===== src/rtl/sram_mem_controller.sv =====
// Splits each 32-bit MEM-stage access into two half-word phases on a 16-bit async SRAM,
// holding ready low until the access completes.
module sram_mem_controller #(
  parameter int unsigned ADDR_BASE   = 1024,
  parameter int unsigned WAIT_CYCLES = 3,
  parameter int unsigned SRAM_AW     = 18
) (
  input  logic               clk,
  input  logic               rst,
  input  logic               rd_en,
  input  logic               wr_en,
  input  logic [31:0]        address,
  input  logic [31:0]        write_data,
  output logic [31:0]        read_data,
  output logic               ready,
  output logic [SRAM_AW-1:0] sram_addr,
  output logic [15:0]        sram_dq_out,
  output logic               sram_dq_oe,
  input  logic [15:0]        sram_dq_in,
  output logic               sram_we_n
);

  localparam int unsigned CNT_W  = (WAIT_CYCLES > 1) ? $clog2(WAIT_CYCLES) : 1;
  localparam int unsigned WORD_W = SRAM_AW - 1;

  typedef enum logic [1:0] {IDLE, LOW, HIGH, DONE} state_t;

  state_t             state_q, state_d;
  logic [CNT_W-1:0]   cnt_q, cnt_d;
  logic               wr_q, wr_d;
  logic [WORD_W-1:0]  word_q, word_d;
  logic [31:0]        wd_q, wd_d;
  logic [31:0]        offset;
  logic               req, last;
  logic [31:0]        read_data_d;
  logic [SRAM_AW-1:0] sram_addr_d;
  logic [15:0]        sram_dq_out_d;
  logic               sram_dq_oe_d, sram_we_n_d;
  logic               unused_offset_bits;

  assign req    = rd_en | wr_en;
  assign offset = address - 32'(ADDR_BASE);
  assign last   = (cnt_q == CNT_W'(WAIT_CYCLES - 1));
  assign ready  = ((state_q == IDLE) && !req) || (state_q == DONE);

  // Word index bits above the SRAM range and the byte offset are intentionally dropped.
  assign unused_offset_bits = ^{offset[31:SRAM_AW+1], offset[1:0]};

  always_ff @(posedge clk or negedge rst) begin
    if (!rst) state_q <= IDLE;
    else      state_q <= state_d;
  end

  // Next state, latched request, and pin values for the state being entered.
  always_comb begin
    state_d       = state_q;
    cnt_d         = cnt_q;
    wr_d          = wr_q;
    word_d        = word_q;
    wd_d          = wd_q;
    read_data_d   = read_data;
    sram_addr_d   = sram_addr;
    sram_dq_out_d = sram_dq_out;
    sram_dq_oe_d  = 1'b0;
    sram_we_n_d   = 1'b1;

    case (state_q)
      IDLE: begin
        if (req) begin
          state_d = LOW;
          cnt_d   = '0;
          wr_d    = wr_en;
          word_d  = offset[SRAM_AW:2];
          wd_d    = write_data;
        end
      end
      LOW: begin
        if (last) begin
          state_d = HIGH;
          cnt_d   = '0;
          if (!wr_q) read_data_d[15:0] = sram_dq_in;
        end else begin
          cnt_d = cnt_q + CNT_W'(1);
        end
      end
      HIGH: begin
        if (last) begin
          state_d = DONE;
          cnt_d   = '0;
          if (!wr_q) read_data_d[31:16] = sram_dq_in;
        end else begin
          cnt_d = cnt_q + CNT_W'(1);
        end
      end
      DONE: state_d = IDLE;
      default: state_d = IDLE;
    endcase

    if ((state_d == LOW) || (state_d == HIGH)) begin
      sram_addr_d = {word_d, (state_d == HIGH)};
      if (wr_d) begin
        sram_dq_oe_d  = 1'b1;
        sram_we_n_d   = 1'b0;
        sram_dq_out_d = (state_d == HIGH) ? wd_d[31:16] : wd_d[15:0];
      end
    end
  end

  always_ff @(posedge clk or negedge rst) begin
    if (!rst) begin
      cnt_q       <= '0;
      wr_q        <= 1'b0;
      word_q      <= '0;
      wd_q        <= '0;
      read_data   <= '0;
      sram_addr   <= '0;
      sram_dq_out <= '0;
      sram_dq_oe  <= 1'b0;
      sram_we_n   <= 1'b1;
    end else begin
      cnt_q       <= cnt_d;
      wr_q        <= wr_d;
      word_q      <= word_d;
      wd_q        <= wd_d;
      read_data   <= read_data_d;
      sram_addr   <= sram_addr_d;
      sram_dq_out <= sram_dq_out_d;
      sram_dq_oe  <= sram_dq_oe_d;
      sram_we_n   <= sram_we_n_d;
    end
  end

endmodule


===== config.mk =====
export PLATFORM = sky130hd
export DESIGN_NAME = sram_mem_controller
export DESIGN_NICKNAME = d
export VERILOG_FILES = /design/src/rtl/sram_mem_controller.sv
export SDC_FILE = /design/constraint.sdc
export NUM_CORES = 1
export LEC_CHECK = 0
export ABC_AREA = 1
export BUFFER_PORTS_ARGS = -buffer_cell sky130_fd_sc_hd__buf_2
export CAP_MARGIN = 20
export CORE_ASPECT_RATIO = 0.75
export CORE_MARGIN = 5
export CORE_UTILIZATION = 45
export CTS_CLUSTER_SIZE = 8
export DETAILED_ROUTE_END_ITERATION = 8
export GPL_TIMING_DRIVEN = 0
export PLACE_DENSITY_LB_ADDON = 0.08
export SYNTH_ARGS = -nofsm -noshare
export SYNTH_HDL_FRONTEND = slang
export SYNTH_SLANG_ARGS = --single-unit
export TNS_END_PERCENT = 20

===== constraint.sdc =====
create_clock -name clk -period 3.2 [get_ports clk]
set_clock_uncertainty 0.1 [all_clocks]
set_input_delay 0.48 -clock clk [delete_from_list [all_inputs] [get_ports clk]]
set_output_delay 0.48 -clock clk [all_outputs]
set_load 0.05 [all_outputs]

=== Word-level counts from Yosys, hierarchy flattened ===
Index checks and enable logic that the tools add are counted.

* Add/sub/neg operators: 2
* Multipliers: 0
* Divide/modulo/power cells: 0
* Order comparisons: 0
* Equal/unequal tests: 7
* Shift-type cells: 0
* Muxes and demuxes: 18
* Bitwise gates (word level): 2
* Reductions and logical operators: 11

{| class="wikitable"
|+ Operators by type and width
! operator !! count
|-
| $mux 32 || 2
|-
| $mux 17 || 2
|-
| $sub 19x11->19 const B || 1
|-
| $mux 16 || 1
|-
| $mux 2 || 5
|-
| $eq 2x2->1 const B || 4
|-
| $pmux 2 s4 || 1
|-
| $mux 1 || 6
|-
| $reduce_and 3->1 || 2
|-
| $eq 2x1->1 const B || 2
|-
| $pmux 2 s2 || 1
|-
| $reduce_and 2->1 || 2
|-
| $add 2x1->2 const B || 1
|-
| $logic_not 2->1 || 1
|-
| $logic_or 1x1->1 || 2
|-
| $ne 2x2->1 const B || 1
|-
| $reduce_bool 2->1 || 1
|-
| $reduce_or 2->1 || 1
|-
| $logic_and 1x1->1 || 1
|-
| $logic_not 1->1 || 1
|-
| $not 1->1 || 1
|-
| $or 1x1->1 || 1
|}

* Bits in registers: 122
* Latch bits: 0
* Memory bits (writable): 0
* Bits in read-only memories: 0
* Output and inout port bits: 69
* Word-level logic and storage cells: 51
* Memories kept: 0

=== Depth between registers and ports, before layout ===
* Depth after elaboration: 6
* Mapped depth: 12
* Gate-level depth less buffers: 11

=== Worst setup path before layout ===
Ideal clock, no wire load.

* Path kind: register to register
* From: register state_q[0]
* To: register sram_dq_out[10]
* Setup time: 122 ps
* Arrival time: 1,964 ps
* Required time: 2,978 ps
* Path slack: 1,013 ps
* Cell stages (with the launch flop): 11
* Clock period less this slack: 2,187 ps
* Path through: dfrtp_1 -> inv_1 -> ha_1 -> nand2_1 -> o22ai_1 -> ha_1 -> clkbuf_1 -> inv_1 -> clkbuf_1 -> o21ai_1 -> o21ai_1

* Word-level cells in the longest chain between the ends: 5
* Elaborated cells on any way between the ends: 15

{| class="wikitable"
|+ RTL lines
! item !! RTL line !! RTL
|-
| from (decl) || 28 || <nowiki>state_t state_q, state_d;</nowiki>
|-
| from (signal assigned) || 51 || <nowiki>else state_q <= state_d;</nowiki>
|-
| $eq 2x2->1, or another cell as far along || 67 || <nowiki>case (state_q)</nowiki>
|-
| $pmux 2 s4 || 67 ||
|-
| $eq 2x1->1 / $eq 2x2->1 (equally long branches) || 99, 104 ||
|-
| $logic_or 1x1->1 || 99 || <nowiki>if ((state_d == LOW) || (state_d == HIGH)) begin</nowiki>
|-
| $reduce_and 2->1 (no source line) || n/a ||
|-
| to (signal assigned) || 127 || <nowiki>sram_dq_out <= sram_dq_out_d;</nowiki>
|-
| to (decl) || 17 || <nowiki>output logic [15:0] sram_dq_out,</nowiki>
|}

Parallel ways exist; a longest one is shown, timed or not.
A chain may end at the register's enable or synchronous reset.

=== Worst setup path in the final report ===
* From: register state_q[1]
* To: register sram_dq_out[11]

The elaborated chain is that of the path after synthesis.

==> results.sh <==
export IMPL_setup_slack_ps=459
export IMPL_path_clk_slew_ps=60
export IMPL_report_final_setup_viol=0
export IMPL_start_kind="flop"
export IMPL_rsz0062_at_grt="false"
export IMPL_ctsHtreeMaxLevel=4
export IMPL_core_area_um2=10900
export IMPL_reg2regPathDepth=10
export IMPL_finalHoldViolCount=0
export IMPL_via_per_inst=4.83
export IMPL_area_delta_synth_final_pct=30.8
export IMPL_end_kind="flop"
export IMPL_die_w_um=132
export IMPL_worstSetupStartpoint="state_q[1]"
export IMPL_avgRoutedWirePerCell_um=14.7
export IMPL_grt_max_degree=80
export IMPL_drtIter0Drc=225
export IMPL_report_final_slew_viol_count=0
export IMPL_path_class="reg2reg"
export IMPL_grt_pass1_wl_um=21100
export IMPL_nets=808
export IMPL_overflow=0
export IMPL_grt_antenna_before_repair=0
export IMPL_crit_fanout=10
export IMPL_hpwl_um=8870
export IMPL_post_cts_resized=0
export IMPL_postSynthRegisterBits=122
export IMPL_preCtsSetupSlack_ps=422
export IMPL_ys_seq_area_share_pct=60.9
export IMPL_drt_pass1_iter_count=4
export IMPL_crit_required_ps=3400
export IMPL_cts_tree="yes"
export IMPL_clk_latency_ps=410
export IMPL_grt_pass1_vias=4237
export IMPL_place_congestion=0.821
export IMPL_synth_warnings=0
export IMPL_synthCells=559
export IMPL_relSlewSlack_pct=64.9
export IMPL_postRouteAntennaNets=0
export IMPL_cts_root_buffer="clkbuf_16"
export IMPL_layout_commonest_cell="nand2_1"
export IMPL_syn_area_um2=5010
export IMPL_finalCriticalPeriod_ps=2740
export IMPL_drt_total_wl_um=12800
export IMPL_ys_types=25
export IMPL_fmax_mhz=365
export IMPL_ios=153
export IMPL_num_rows=33
export IMPL_start_util_pct=46.0
export IMPL_hold_start="address[10]"
export IMPL_syn_mean_instance_area_um2=8.97
export IMPL_die_h_um=101
export IMPL_drive_above_1_share_pct=26.2
export IMPL_synth_nets=650
export IMPL_dieArea_um2=13400
export IMPL_layout_common_cells="217 x nand2_1, 138 x buf_2, 121 x dfrtp_1"
export IMPL_fin_util_pct=60.2
export IMPL_r2r_start="state_q[1]"
export IMPL_clock_path_buffers=2
export IMPL_port_buffers=137
export IMPL_antenna_cells=0
export IMPL_outcome="complete, no violations"
export IMPL_drc=0
export IMPL_hold_depth=2
export IMPL_hold_path_class="in2reg"
export IMPL_cts_sinks=122
export IMPL_finalCritPeriodShare_pct=85.7
export IMPL_track_usage_pct=19.7
export IMPL_worstMarginPinSlew_ps=527
export IMPL_critPathArrivalTime_ps=2940
export IMPL_maxCapViolations=0
export IMPL_num_vias=4198
export IMPL_cts_made_buffers=17
## path summary, 6_finish.rpt
path	slack [ps]	end
max	460	sram_dq_out[11]
min	180	word_q[8]
max reg2reg	460	sram_dq_out[11]
min reg2reg	360	word_q[9]
max in group asynchronous	1800	sram_addr[11]
min in group asynchronous	460	wd_q[3]
## Yosys cell counts
| master | instances | area share [%] |
|---|---|---|
| nand2_1 | 217 | 16 |
| o21ai_2 | 2 | 0.35 |
| o21ai_1 | 27 | 2.7 |
| nand3_1 | 15 | 1.5 |
| o22ai_1 | 2 | 0.25 |
| buf_6 | 7 | 1.6 |
| clkbuf_1 | 12 | 0.90 |
| or2_2 | 5 | 0.62 |
| o21ai_0 | 44 | 4.4 |
| nand2_4 | 2 | 0.45 |
| inv_1 | 40 | 3.0 |
| a21oi_1 | 4 | 0.40 |
| clkinv_1 | 1 | 0.075 |
| buf_4 | 2 | 0.30 |
| nand4_1 | 2 | 0.25 |
| nor2_1 | 32 | 2.4 |
| ha_1 | 7 | 1.7 |
| nand2_2 | 1 | 0.12 |
| dfrtp_1 | 121 | 60 |
| inv_2 | 1 | 0.075 |
| inv_4 | 1 | 0.12 |
| buf_2 | 2 | 0.20 |
| dfstp_2 | 1 | 0.52 |
| o21a_1 | 1 | 0.15 |
| a31oi_1 | 10 | 1.2 |
## metal layers
layer	global-route usage, %	vias to the layer above	wire (um)
met1	27.5	1981	6070
met2	29.7	130	5750
li1	-	2077	-
met5	0	-	0
met4	5.30	0	104
met3	6.80	10	892
## layout make-up
| class | instances | area, um^2 |
|---|---|---|
| multi-input combinational | 371 | 1650 |
| fill | 991 | 4340 |
| tap | 140 | 175 |
| clock inverter | 7 | 135 |
| clock buffer | 25 | 505 |
| buffer | 23 | 149 |
| inverter | 43 | 164 |
| sequential | 122 | 3050 |
| timing repair buffer | 139 | 729 |
## state kept, by name (all words and copies together) (netlist names)
name,flops
cnt_q,2
read_data,32
sram_addr,18
sram_dq_oe,1
sram_dq_out,16
sram_we_n,1
state_q,2
wd_q,32
word_q,17
wr_q,1
## through the flow
step	instance area [um^2]	std cells	hold WS, ps	setup TNS (ps)
after global placement	5870	836	348	-954
after floorplan	5010	559	84.4	0
after global routing	6560	870	176	0
after CTS	6560	870	171	0
after detailed placement	5910	837	333	0
final	6560	870	178	0
## kinds of logic after synthesis
kind of cell,count (synthesis),share of synthesized area (%)
DFF,122,60.9
and+or+nand+nor,274,21.6
AOI/OAI and AO/OA,90,9.49
adders and majority gates,7,1.75
buffers and inverters,66,6.24
## worst max-delay path: stages, from the launching register on
cell	delay [ps]
dfrtp_1	420
inv_1	140
ha_1	280
nand2_1	170
o22ai_1	270
ha_1	190
clkbuf_1	310
inv_1	210
clkbuf_1	280
o21ai_1	210
o21ai_1	70
## what timing repair did
action / CTS / global route
hold buffers: 1 / 0
hold endpoints to repair: 42 / 0
setup buffers: 0 / 0
Power is not shown: default switching activity piles up to over one toggle a cycle in this logic, so the estimate is an artifact.
